<file path="src/rtl/arb_mux_pipe_pkg.sv">
// Shared constants for the arbitrated mux pipeline: channel-selection mode encodings and index helper.
package arb_mux_pipe_pkg;

    localparam int MODE_SEL = 0;
    localparam int MODE_RR  = 1;

    function automatic int wrap_inc(input int idx, input int n);
        return (idx + 1 >= n) ? 0 : idx + 1;
    endfunction

endpackage

</file>
<file path="src/rtl/arb_mux_pipe_rr_arbiter.sv">
// Round-robin grant: first requesting channel at or above ptr, wrapping N-1 -> 0.
// Purely combinational; no state, so the caller owns the pointer.
module rr_arbiter import arb_mux_pipe_pkg::*; #(
    parameter  int N  = 4,
    localparam int SW = $clog2(N)
) (
    input  logic [N-1:0]  req,
    input  logic [SW-1:0] ptr,
    output logic [SW-1:0] grant,
    output logic          grant_valid
);

    int idx;

    always_comb begin
        grant       = '0;
        grant_valid = 1'b0;
        idx         = 0;
        // Walk offsets from farthest to nearest so the nearest requester wins.
        for (int k = N - 1; k >= 0; k--) begin
            idx = (int'(ptr) + k) % N;
            if (req[idx]) begin
                grant       = SW'(idx);
                grant_valid = 1'b1;
            end
        end
    end

endmodule

</file>
<file path="src/rtl/arb_mux_pipe.sv">
// N-to-1 channel mux (select-driven or round-robin) into a single output register.
// Latency 1 cycle; inputs stall while the held output is not accepted, full throughput otherwise.
module arb_mux_pipe import arb_mux_pipe_pkg::*; #(
    parameter  int WIDTH = 32,
    parameter  int N     = 4,
    parameter  int MODE  = MODE_SEL,
    localparam int SW    = $clog2(N)
) (
    input  logic               clk,
    input  logic               rst,
    input  logic [N-1:0]       in_valid,
    input  logic [N*WIDTH-1:0] in_data,
    output logic [N-1:0]       in_ready,
    input  logic [SW-1:0]      sel,
    output logic               out_valid,
    output logic [WIDTH-1:0]   out_data,
    output logic [SW-1:0]      out_src,
    input  logic               out_ready
);

    logic [SW-1:0]    ptr_q, ptr_d;
    logic [SW-1:0]    rr_grant;
    logic             rr_grant_vld;
    logic [SW-1:0]    chan;
    logic [WIDTH-1:0] chan_data;
    logic             load_en;
    logic             in_xfer;

    logic             out_valid_q, out_valid_d;
    logic [WIDTH-1:0] out_data_q, out_data_d;
    logic [SW-1:0]    out_src_q, out_src_d;

    rr_arbiter #(.N(N)) u_rr (
        .req         (in_valid),
        .ptr         (ptr_q),
        .grant       (rr_grant),
        .grant_valid (rr_grant_vld)
    );

    always_comb begin
        load_en   = !rst && (!out_valid_q || out_ready);
        in_ready  = '0;
        chan      = (MODE == MODE_RR) ? rr_grant : sel;
        chan_data = '0;

        if (load_en) begin
            if (MODE == MODE_RR) begin
                if (rr_grant_vld) in_ready[rr_grant] = 1'b1;
            end else begin
                // Out-of-range sel matches no channel and so grants nothing.
                for (int i = 0; i < N; i++) begin
                    if (sel == SW'(i)) in_ready[i] = 1'b1;
                end
            end
        end

        in_xfer = |(in_ready & in_valid);

        for (int i = 0; i < N; i++) begin
            if (chan == SW'(i)) chan_data = in_data[i*WIDTH +: WIDTH];
        end

        out_valid_d = out_valid_q;
        out_data_d  = out_data_q;
        out_src_d   = out_src_q;
        ptr_d       = ptr_q;

        if (in_xfer) begin
            out_valid_d = 1'b1;
            out_data_d  = chan_data;
            out_src_d   = chan;
            if (MODE == MODE_RR) ptr_d = SW'(wrap_inc(int'(chan), N));
        end else if (out_ready) begin
            // Drain: data/src keep their last values.
            out_valid_d = 1'b0;
        end
    end

    always_ff @(posedge clk) begin
        if (rst) begin
            out_valid_q <= 1'b0;
            out_data_q  <= '0;
            out_src_q   <= '0;
            ptr_q       <= '0;
        end else begin
            out_valid_q <= out_valid_d;
            out_data_q  <= out_data_d;
            out_src_q   <= out_src_d;
            ptr_q       <= ptr_d;
        end
    end

    assign out_valid = out_valid_q;
    assign out_data  = out_data_q;
    assign out_src   = out_src_q;

endmodule

</file>
<file path="config.mk">
export PLATFORM = sky130hd
export DESIGN_NAME = arb_mux_pipe
export DESIGN_NICKNAME = d
export VERILOG_FILES = /design/src/rtl/arb_mux_pipe_pkg.sv /design/src/rtl/arb_mux_pipe_rr_arbiter.sv /design/src/rtl/arb_mux_pipe.sv
export SDC_FILE = /design/constraint.sdc
export NUM_CORES = 1
export LEC_CHECK = 0
export ABC_AREA = 1
export CORE_MARGIN = 3
export CORE_UTILIZATION = 30
export CTS_CLUSTER_DIAMETER = 30
export CTS_CLUSTER_SIZE = 10
export DETAILED_ROUTE_END_ITERATION = 12
export HOLD_SLACK_MARGIN = 0.06
export PLACE_DENSITY = 0.77
export SLEW_MARGIN = 20
export SYNTH_ARGS = -nofsm -noshare
export SYNTH_HDL_FRONTEND = slang
export SYNTH_HIERARCHICAL = 1
export SYNTH_SLANG_ARGS = --single-unit
</file>
<file path="constraint.sdc">
create_clock -name clk -period 1.7 [get_ports clk]
set_clock_uncertainty 0.05 [all_clocks]
set_input_delay 0.425 -clock clk [delete_from_list [all_inputs] [get_ports clk]]
set_output_delay 0.425 -clock clk [all_outputs]
set_load 0.01 [all_outputs]
</file>
# Word-level counts from Yosys, hierarchy flattened
# Index checks and enable logic that the tools add are counted.
# word_totals
regBits	35
input_bits	137
out_inout_bits	39
elab_cells	25
# op_classes
eq_ne	3
n_mux	11
n_bitwise	1
reduce_logical	7
# ops
op	n
2-to-1 mux 32 bit	4
2-to-1 mux 1 bit	6
AND 4 bit	1
== test 2 bit (second input constant)	2
2-to-1 mux 4 bit	1
OR reduction 4 bit	1
== test 2 x 1 -> 1 bit (second input constant)	1
logical NOT 1 bit	2
logical NOT 2 bit	1
nonzero test 2 bit	1
logical AND 1 bit	1
logical OR 1 bit	1

# Logic depth before layout (Yosys ltp)
# depth
word_depth	7
depth_mapped	11
ltp_nobuf	8

# Least setup slack after synthesis
# Ideal clock, no wire load.
# synth_timing
kind	input-to-reg
start	in sel[0]
end	reg out_data_q[10] (netlist: out_data[10])
setup_ns	0.113
arrival_ns	1.456
t_required_ns	1.537
path_slack_ns	0.081
stages	10
n_path_buf	3
cell_sequence	buf_2 -> inv_2 -> nor2_2 -> nand4_1 -> nand2_1 -> nor2_2 -> buf_6 -> buf_2 -> nor2_1 -> nor2_1
# synth_between
elab_chain_cells	5
word_cells_on_any_way	15
cone_classes	eq/ne: 3; mux: 9; bitwise: 1; reduce/logical: 2
# synth_lines
element	line	source
start, declared	arb_mux_pipe.sv:14	input logic [SW-1:0] sel,
== test 2 x 1 -> 1 bit, or another cell as far along	arb_mux_pipe.sv:52, arb_mux_pipe.sv:60	
2-to-1 mux 1 bit or 2-to-1 mux 32 bit (tied branches)	arb_mux_pipe.sv:52, arb_mux_pipe.sv:60	
2-to-1 mux 4 bit or 2-to-1 mux 32 bit (tied branches)	arb_mux_pipe.sv:46, arb_mux_pipe.sv:60	
AND 4 bit or 2-to-1 mux 32 bit (tied branches)	arb_mux_pipe.sv:57, arb_mux_pipe.sv:60	
OR reduction 4 bit or 2-to-1 mux 32 bit (tied branches)	arb_mux_pipe.sv:57, arb_mux_pipe.sv:60	
end signal, assigned	arb_mux_pipe.sv:87	out_data_q <= out_data_d;
end, declared	arb_mux_pipe.sv:30	logic [WIDTH-1:0] out_data_q, out_data_d;
# Several ways; a longest one is shown, not always the timed one.
# A chain may end at the register's enable or synchronous reset.

# Final worst setup path
# layout_timing
start	reg out_valid_q (netlist: out_valid)
end	out in_ready[1]
# layout_between
elab_chain_cells	4
# layout_lines
element	line	source
start, declared	arb_mux_pipe.sv:29	logic out_valid_q, out_valid_d;
start signal, assigned	arb_mux_pipe.sv:86	out_valid_q <= out_valid_d;
logical NOT 1 bit	arb_mux_pipe.sv:41	load_en = !rst && (!out_valid_q || out_ready);
logical OR 1 bit	arb_mux_pipe.sv:41	
logical AND 1 bit	arb_mux_pipe.sv:41	
2-to-1 mux 4 bit	arb_mux_pipe.sv:46	if (load_en) begin
end, declared	arb_mux_pipe.sv:13	output logic [N-1:0] in_ready,
# No other way between the ends.

==> qor.txt <==
FP Rows -> 30
Commonest cells post-synth -> 195 x nand2_1, 69 x nor2_1, 35 x dfxtp_1, 35 x inv_1, 33 x nand4_1
Global Route Usage Sum -> 0.207
largest net degree at the start of global routing -> 35
RSZ-0062 raised after global routing -> true
CTS Root Buffer Type -> clkbuf_8
CORE AREA -> 0.00702 mm²
Synth Net Count -> 547
Max Cap Viol -> 0
NumNets Final -> 734
Max Clk Rate -> 596 MHz
Yosys top cell area share -> 0.327
Area contributors post-synth -> nand2_1 33%, dfxtp_1 31%, nor2_1 12%
clock latency on the worst-skew pair -> 280 ps
fin crit period -> 1680 ps
async set-or-reset flop fraction in the synthesized netlist -> 0
number of synthesized register bits -> 35
Slew headroom -> 0.820
Die X -> 92.4 µm
worst hold path class -> in -> reg
clk slew on worst S/H paths -> 80 ps
Starting DRT DRC Count -> 86
Initial Util -> 0.319
Worst R2R Setup Slack -> 110 ps
Remaining DRCs -> 0
most frequent cell after synthesis -> nand2_1
cell accounting for the most synthesized area -> nand2_1
synth unique cells -> 14
vias per cell -> 4.55
Endpoint, Worst Hold -> out_valid
DP Cell Count -> 681
Hold Path Origin -> rst
Die Ht -> 92.4 µm
slowest stage delay, CP -> 340 ps
number of global-route vias before repair -> 3,097
Final HPWL DP -> 7080 µm
average size of a mapped cell -> 5.46 µm²
worst hold stages -> 3
detailed-route wire length per cell -> 13.2 µm
first-pass GRT wire length -> 14,200 µm
main flop type after synthesis -> dfxtp_1
sequential fraction of the synthesis area -> 0.313
number of synthesized flops with an enable pin -> 0
WL final -> 9170 µm
Worst Path Max Fanout -> 4
final hold vios -> 0
worst vdd ir -> 0.275 mV
synth-to-layout area growth -> 99.2%
Placed Instance Area -> 0.00422 mm²
CTS tree -> yes
final setup vio count -> 0
Fill cells -> 662
CP Class -> reg -> out
total CTS buffers -> 5
pwr dens -> 613 mW/mm²
Mapped Area -> 0.00224 mm²
Final Cell Area -> 0.00446 mm²
Final Non-Filler Cells -> 694
Vias -> 3,158
Detail Route Antenna Nets -> 0
slowest stage cell, crit path -> dfxtp_2
antenna violations before repair -> 0
outcome -> finished, final reports clean
r2r endpoint -> out_data[4]
Worst Tran Pin Value -> 270 ps
critical path endpoint category -> output pin
Placer Congestion -> 0.775
Syn Inst Count -> 410
Setup crit start -> out_valid
worst path cell trace -> a21oi_4 > buf_6 > inv_6 > nor3_4 > buf_2
reg2reg start -> out_valid
Final Max Tran Viols -> 0
clock sinks -> 35
Critical Path Start Type -> flop
CTS H-Tree Depth -> 2
GRT overflow -> 0
reg2reg path depth -> 10
DR pass1 iterations -> 4
Max clock buf depth -> 2
Critical Path RT -> 1220 ps
Top Ports -> 176
Syn. warnings -> 6
LEAKAGE -> 2.16 nW
full die area -> 0.00853 mm²
ant diodes -> 0
worst path arrival time -> 1200 ps
Final Cycle Share -> 0.987
layout cells sized above 1 -> 0.105
PortBufs -> 175
cells by family (layout without fill, tap and decap cells):
logic type             count (synthesis)  after routing  synth area share
and+or+nand+nor                      308            308             0.562
buffers and inverters                 62            250             0.114
DFF                                   35             35             0.313
AOI/OAI and AO/OA                      5              5            0.0112
per-layer routing:
| metal | share of wire | up-vias | wire length [µm] | GRT usage |
|---|---|---|---|---|
| li1 | - | 1623 | - | - |
| met1 | 0.39 | 1391 | 3580 | 0.229 |
| met2 | 0.49 | 131 | 4470 | 0.364 |
| met3 | 0.10 | 13 | 934 | 0.0739 |
| met4 | 0.020 | 0 | 182 | 0.0693 |
| met5 | 0 | - | 0 | 0 |
sequential cells by signal, summed over array words and instances, names as in the netlist:
name / flops
out_src: 2
out_data: 32
out_valid: 1
layout by cell type, fill, tap and decap left out, types with 3 or more instances in the layout:
cell type        count
buf_12               4
nand2_1            193
clkbuf_8             6
inv_2                5
nand4_1             33
nor2_2               4
buf_4               20
clkdlybuf4s50_1    158
dlymetal6s2s_1       8
o21ai_0              3
dfxtp_1             34
inv_1               33
nor2_1              67
clkbuf_2             3
nand3_1              4
buf_2                5
power breakdown:
part / switching (W) / internal, W / leakage, nW
combinational: 0.000427 / 0.000602 / 1.81
sequential: 0.0000374 / 0.000900 / 0.289
clock: 0.000295 / 0.000474 / 0.0612
worst max-delay path by stage:
| stage | to |
|---|---|
| 2_1_floorplan | out_data[10] |
| 5_1_grt | in_ready[1] |
| 6_report | in_ready[1] |
| 4_1_cts | in_ready[2] |
| 3_3_place_gp | in_ready[0] |
| 3_5_place_dp | in_ready[1] |
area by class of cell:
type / count / area (µm²) / share of cell area
Multi-Input combinational cell: 313 / 1340 / 0.299
Clock inverter: 2 / 35.0 / 0.00786
Inverter: 39 / 151 / 0.0340
Timing Repair Buffer: 203 / 2030 / 0.456
Clock buffer: 6 / 82.6 / 0.0185
Tap cell: 96 / 120 / 0.0269
Sequential cell: 35 / 702 / 0.157
critical path, delay by kind of cell (launching register included):
family                 cells  cell delay [ps]
buffers and inverters      3              330
AO/OA/AOI/OAI              1              160
flip-flops                 1              340
AND/OR/NAND/NOR            1               90
per-stage QoR:
stage,hold slack (ps),utilization,TNS [ps],setup WS (ps),power [W]
6_report,391,0.635,0,21.5,0.00274
5_1_grt,387,0.635,-161,-55.1,0.00292
4_1_cts,443,0.617,-20.1,-20.1,0.00272
2_1_floorplan,444,-,0,80.8,0.00133
3_3_place_gp,404,0.601,-18270,-781,0.00192
3_5_place_dp,416,0.601,-20410,-821,0.00195
repair_timing:
action                                  CTS  global route
pin swaps                                 2             4
setup buffers                             1             2
hold buffers                              0             0
hold endpoints to repair                  0             0
cloned                                    0             2
resized for setup                        32            24
endpoints found under the setup margin   40            46
Note: power is estimated with default switching activity, not from simulation.
